[config.mk]
export PLATFORM = sky130hd
export DESIGN_NAME = pc_unit_flat
export DESIGN_NICKNAME = d
export VERILOG_FILES = /design/src/rtl/pc_unit_if.sv /design/src/rtl/pc_unit.sv /design/src/flat_wrapper.sv
export SDC_FILE = /design/constraint.sdc
export NUM_CORES = 1
export LEC_CHECK = 0
export ABC_AREA = 1
export BUFFER_PORTS_ARGS = -buffer_cell sky130_fd_sc_hd__buf_4
export CAP_MARGIN = 20
export CORE_MARGIN = 4
export CORE_UTILIZATION = 50
export DETAILED_ROUTE_END_ITERATION = 8
export GPL_TIMING_DRIVEN = 0
export PLACE_DENSITY = 0.67
export SLEW_MARGIN = 20
export SYNTH_ARGS = -nofsm -noshare
export SYNTH_HDL_FRONTEND = slang
export SYNTH_SLANG_ARGS = --single-unit
[constraint.sdc]
create_clock -name clk -period 2 [get_ports clk]
set_input_delay 0.4 -clock clk [delete_from_list [all_inputs] [get_ports clk]]
set_output_delay 0.4 -clock clk [all_outputs]
set_load 0.01 [all_outputs]
[src/rtl/pc_unit_if.sv]
// Bus between the instruction decoder / ALU flags and the fetch-side program counter.
// Handshake: en qualifies every control input for one cycle; there is no backpressure and pc/sp_depth/flags are always valid.
interface pc_unit_if #(
  parameter int ADDR_W = 10,
  parameter int DEPTH  = 8
);
  localparam int CNT_W = $clog2(DEPTH) + 1;

  logic              en;
  logic              is_jump;
  logic [1:0]        jump_cond;
  logic              call;
  logic              ret;
  logic [ADDR_W-1:0] target;
  logic              flag_z;
  logic              flag_cy;
  logic              flag_ov;
  logic [ADDR_W-1:0] pc;
  logic [CNT_W-1:0]  sp_depth;
  logic              stack_ovf;
  logic              stack_unf;

  modport master (
    output en, is_jump, jump_cond, call, ret, target, flag_z, flag_cy, flag_ov,
    input  pc, sp_depth, stack_ovf, stack_unf
  );

  modport slave (
    input  en, is_jump, jump_cond, call, ret, target, flag_z, flag_cy, flag_ov,
    output pc, sp_depth, stack_ovf, stack_unf
  );
endinterface

[src/rtl/pc_unit.sv]
// Program counter with conditional jumps and a circular hardware return stack
// carrying sticky overflow/underflow flags.
module pc_unit #(
  parameter int          ADDR_W    = 10,
  parameter int          DEPTH     = 8,
  parameter int unsigned RESET_VEC = 0
) (
  input logic      clk,
  input logic      rst,
  pc_unit_if.slave bus
);
  localparam int PTR_W = $clog2(DEPTH);
  localparam int CNT_W = PTR_W + 1;

  logic [ADDR_W-1:0] pc_q, pc_d, pc_inc;
  logic [CNT_W-1:0]  depth_q, depth_d;
  logic [PTR_W-1:0]  top_q, top_d;
  logic              ovf_q, ovf_d;
  logic              unf_q, unf_d;
  logic              push;
  logic              cond_true;
  logic [ADDR_W-1:0] stack_q [DEPTH];

  always_comb begin
    unique case (bus.jump_cond)
      2'b00:   cond_true = 1'b1;
      2'b01:   cond_true = bus.flag_z;
      2'b10:   cond_true = bus.flag_cy;
      default: cond_true = bus.flag_ov;
    endcase
  end

  always_comb begin
    pc_inc  = pc_q + ADDR_W'(1);
    pc_d    = pc_q;
    depth_d = depth_q;
    top_d   = top_q;
    ovf_d   = ovf_q;
    unf_d   = unf_q;
    push    = 1'b0;
    if (bus.en) begin
      if (bus.call && bus.ret) begin
        pc_d = pc_inc;
      end else if (bus.ret) begin
        if (depth_q != '0) begin
          pc_d    = stack_q[top_q];
          top_d   = top_q - PTR_W'(1);
          depth_d = depth_q - CNT_W'(1);
        end else begin
          pc_d  = pc_inc;
          unf_d = 1'b1;
        end
      end else if (bus.call) begin
        // When full, top+1 lands on the oldest entry, so it is overwritten in place.
        push  = 1'b1;
        top_d = top_q + PTR_W'(1);
        pc_d  = bus.target;
        if (depth_q == CNT_W'(DEPTH)) ovf_d = 1'b1;
        else                          depth_d = depth_q + CNT_W'(1);
      end else if (bus.is_jump && cond_true) begin
        pc_d = bus.target;
      end else begin
        pc_d = pc_inc;
      end
    end
  end

  always_ff @(posedge clk) begin
    if (rst) begin
      pc_q    <= ADDR_W'(RESET_VEC);
      depth_q <= '0;
      top_q   <= '1;
      ovf_q   <= 1'b0;
      unf_q   <= 1'b0;
    end else begin
      pc_q    <= pc_d;
      depth_q <= depth_d;
      top_q   <= top_d;
      ovf_q   <= ovf_d;
      unf_q   <= unf_d;
    end
  end

  always_ff @(posedge clk) begin
    if (!rst && push) stack_q[top_d] <= pc_inc;
  end

  assign bus.pc        = pc_q;
  assign bus.sp_depth  = depth_q;
  assign bus.stack_ovf = ovf_q;
  assign bus.stack_unf = unf_q;
endmodule

[src/flat_wrapper.sv]
// flat-port wrapper written by rule: the top's interface ports become plain ports
module pc_unit_flat 
#(
  parameter int          ADDR_W    = 10,
  parameter int          DEPTH     = 8,
  parameter int unsigned RESET_VEC = 0
)
  (clk, rst, bus_en, bus_is_jump, bus_jump_cond, bus_call, bus_ret, bus_target, bus_flag_z, bus_flag_cy, bus_flag_ov, bus_pc, bus_sp_depth, bus_stack_ovf, bus_stack_unf);
  pc_unit_if #(.ADDR_W(ADDR_W), .DEPTH(DEPTH)) bus_i ();
  input logic clk;
  input logic rst;
  input wire logic [$bits(bus_i.en)-1:0] bus_en;
  input wire logic [$bits(bus_i.is_jump)-1:0] bus_is_jump;
  input wire logic [$bits(bus_i.jump_cond)-1:0] bus_jump_cond;
  input wire logic [$bits(bus_i.call)-1:0] bus_call;
  input wire logic [$bits(bus_i.ret)-1:0] bus_ret;
  input wire logic [$bits(bus_i.target)-1:0] bus_target;
  input wire logic [$bits(bus_i.flag_z)-1:0] bus_flag_z;
  input wire logic [$bits(bus_i.flag_cy)-1:0] bus_flag_cy;
  input wire logic [$bits(bus_i.flag_ov)-1:0] bus_flag_ov;
  output wire logic [$bits(bus_i.pc)-1:0] bus_pc;
  output wire logic [$bits(bus_i.sp_depth)-1:0] bus_sp_depth;
  output wire logic [$bits(bus_i.stack_ovf)-1:0] bus_stack_ovf;
  output wire logic [$bits(bus_i.stack_unf)-1:0] bus_stack_unf;
  assign bus_i.en = bus_en;
  assign bus_i.is_jump = bus_is_jump;
  assign bus_i.jump_cond = bus_jump_cond;
  assign bus_i.call = bus_call;
  assign bus_i.ret = bus_ret;
  assign bus_i.target = bus_target;
  assign bus_i.flag_z = bus_flag_z;
  assign bus_i.flag_cy = bus_flag_cy;
  assign bus_i.flag_ov = bus_flag_ov;
  assign bus_pc = bus_i.pc;
  assign bus_sp_depth = bus_i.sp_depth;
  assign bus_stack_ovf = bus_i.stack_ovf;
  assign bus_stack_unf = bus_i.stack_unf;
  pc_unit #(.ADDR_W(ADDR_W), .DEPTH(DEPTH), .RESET_VEC(RESET_VEC)) u_core (.clk(clk), .rst(rst), .bus(bus_i));
endmodule
==> results.md <==
- Gpl congestion: 0.9096
- Die height: 104.2 µm
- Setup WS pre-CTS: -0.6316 ns
- Largest net degree at the start of global routing: 17
- CTS tree: yes
- Worst Hold Path Cells: 2
- CP Capture Type: flip-flop
- Area of the core: 8848 µm²
- Post-synthesis mux area share: 0%
- Relative slew slack: 46.50%
- Syn_nets: 528
- Switching share of power: 29.76%
- Layout area overhead: 23.59%
- Drt total wl: 12400 µm
- Peak Freq: 497.1 MHz
- Max-Cap Viols: 0
- Post-synthesis simple-gate area fraction: 24.45%
- Setup TNS: -0.03071 ns
- Antenna Cells: 0
- Iteration-0 DRC Markers: 367
- Most frequent cells in the layout: nand2_1 (124), edfxtp_1 (80), nand3_1 (63)
- Clk slew on worst S/H paths: 0.10 ns
- Die area: 10860 µm²
- Final setup viols: 6
- Largest family of logic cells by synthesized area: simple AND/OR/NAND/NOR gates
- Worst-margin pin slew: 0.7999 ns
- Cells after Synth: 499
- Synth Register Bits: 99
- Average wire per standard cell: 18.18 µm
- GR Overflow Total: 0
- Tmin final: 2.012 ns
- R2r worst-path depth: 11
- Number of remaining DRC errors: 0
- Worst min path class: in2reg
- Die X: 104.2 µm
- Initial Utilization: 52.33%
- Routed vias: 3741
- Routed Antenna Nets: 0
- Hold Fails Final Rpt: 0
- Slew Viols, Final: 0
- WP depth: 11
- Cell breakdown of the critical path: buf_6 > clkinv_8 > ha_4 > nor2_2 > nor2_2 > nand2_1 > nand2_2 > nand2_4 > nand2_4 > nor2_4 > clkbuf_16
- Adder-Cell Fraction of Synth Area: 2.324%
- Layout cells sized above 1: 23.52%
- Avg Inst Size Synth: 9.280 µm²
- PD cells: 761.9 nW/µm²
- WP buf/inv: 3
- Hold slack: 0.2546 ns
- Delay-heaviest family, CP: simple AND/OR/NAND/NOR gates
- Sequential share of the synthesized area: 60.09%
- # placed instances: 643
- First-pass GRT wire length: 18770 µm
- # rows: 34
- Internal power: 3063 µW
- Nets@finish: 598
- Final period util: 100.6%
- Status: finished with violations
- Root Driver: clkbuf_8
- Non-filler cells, final: 682
- Fin worst setup slack: -0.01186 ns
- Post-synth cell types: 26
- Psw: 1298 µW
- Clk buf depth: 2
- Failing checks: setup timing
- Clk pwr share: 26.4%
- Crit-path max cell delay: 0.36 ns
- Compound-cell area share of the yosys netlist: 5.431%
- Critical path startpoint category: flip-flop
- Total GRT Usage: 22.39%
- Io pins: 37
- Clk Latency, worst-skew pair: 0.37 ns
- Vias per Instance: 5.485
- Power share of the sequential group: 53.9%
- DP Wirelength: 7894 µm
- 1st-pass router iterations: 5
- Logic pwr share: 19.7%
- I/O Buffers: 36
- Leak: 0.002341 µW
- Initial antenna violation count: 0
- # hold bufs at CTS: 0
- Worst path required time: 2.09 ns
- Synth Area in XOR/XNOR: 1.324%
- Vias in the first global route: 3602
- Num CTS Buffers: 9
- Mapped Area: 4631 µm²
- CP Data Arrival Time: 2.10 ns
- Crit Path Class: reg2reg
- Clock Sink Count: 99
- Worst Skew: 0.01709 ns
- Slowest CP cell: dfxtp_2
- CTS H-tree depth: 3
- Yosys warning count: 0
- Most common cell after layout, fill and taps aside: nand2_1
- Peak VDD IR: 0.0003842 V
- Worst-path maximum fanout: 15
-- worst register-to-register path, delay by kind of cell, from the launching register on --
family / cells / cell delay [ns]
simple gates: 7 / 0.78
fa+ha+maj: 1 / 0.18
flops: 1 / 0.36
buf+inv: 3 / 0.44
-- Yosys cell counts --
master | number | area (µm²)
a21oi_1 | 16 | 80.08
a31oi_1 | 1 | 6.260
a31oi_2 | 1 | 12.51
buf_2 | 11 | 55.05
buf_4 | 4 | 30.03
clkbuf_1 | 2 | 7.510
dfxtp_1 | 19 | 380.4
edfxtp_1 | 80 | 2402
fa_1 | 1 | 20.02
ha_1 | 7 | 87.58
inv_1 | 46 | 172.7
inv_2 | 8 | 30.03
nand2_1 | 133 | 499.2
nand2_2 | 3 | 18.77
nand3_1 | 63 | 315.3
nand4_1 | 5 | 31.28
nand4_2 | 1 | 12.51
nor2_1 | 56 | 210.2
nor2_2 | 4 | 25.02
nor3_1 | 2 | 10.01
nor3_2 | 1 | 10.01
o211ai_1 | 5 | 37.54
o21ai_0 | 14 | 70.07
o21ai_1 | 9 | 45.04
xnor2_1 | 3 | 26.28
xor2_1 | 4 | 35.03
-- cell type report --
class	instances	area, µm²
buffer	14	88.84
clock buffer	10	127.6
clock inverter	6	40.04
fill	714	3126
inverter	54	232.7
multi-input combinational	329	1703
sequential	99	2786
tap	108	135.1
timing repair buffer	62	609.3
-- timing repair --
action | CTS | global route
buffers inserted | 15 | 8
setup endpoints to repair | 80 | 81
resized for setup | 23 | 29
pin swaps | 9 | 13
gates cloned | 0 | 3
-- cells by family (layout without fill, tap and decap cells) --
kind of cell | Yosys count | count (layout)
buffers and inverters | 71 | 146
AO/OA/AOI/OAI | 46 | 46
XOR/XNOR | 7 | 7
AND/OR/NAND/NOR | 268 | 268
flip-flops | 99 | 99
adder cells (fa/ha/maj) | 8 | 8
-- layer usage --
layer	track usage (%)	part of all wire, %	vias to the layer above
li1	-	-	1796
met1	30.55	42	1741
met2	35.19	47	168
met3	4.407	7.6	36
met4	9.117	2.9	0
met5	0	0	-
-- power groups by stage --
stage	clock (µW)	sequential [µW]	combinational, µW
floorplan	0	2400	451
global route	1250	2360	934
finish	1150	2350	858
global placement	0	2390	704
CTS	1170	2350	774
detailed placement	0	2390	724
-- state kept, by name, indices dropped and copies added, names as in the netlist --
register,cells
u_core.bus.stack_ovf,1
u_core.bus.stack_unf,1
u_core.stack_q,80
u_core.bus.sp_depth,4
u_core.bus.pc,10
u_core.top_q,3
-- final timing paths --
check	from	end	slack (ns)
max reg2reg	u_core.top_q[0]	u_core.stack_q[4][4]	-0.01
max	u_core.top_q[0]	u_core.stack_q[4][4]	-0.01
min reg2reg	u_core.bus.stack_unf	u_core.bus.stack_unf	0.52
min	rst	u_core.bus.sp_depth[3]	0.25
-- through the flow --
step	area, µm²	power, µW	util (%)
floorplan	4651	2848	-
global placement	5056	3095	57.14
detailed placement	5056	3115	57.14
CTS	5497	4287	62.12
global route	5723	4544	64.68
finish	5723	4360	64.68
Power figures use the tool's default switching activity.
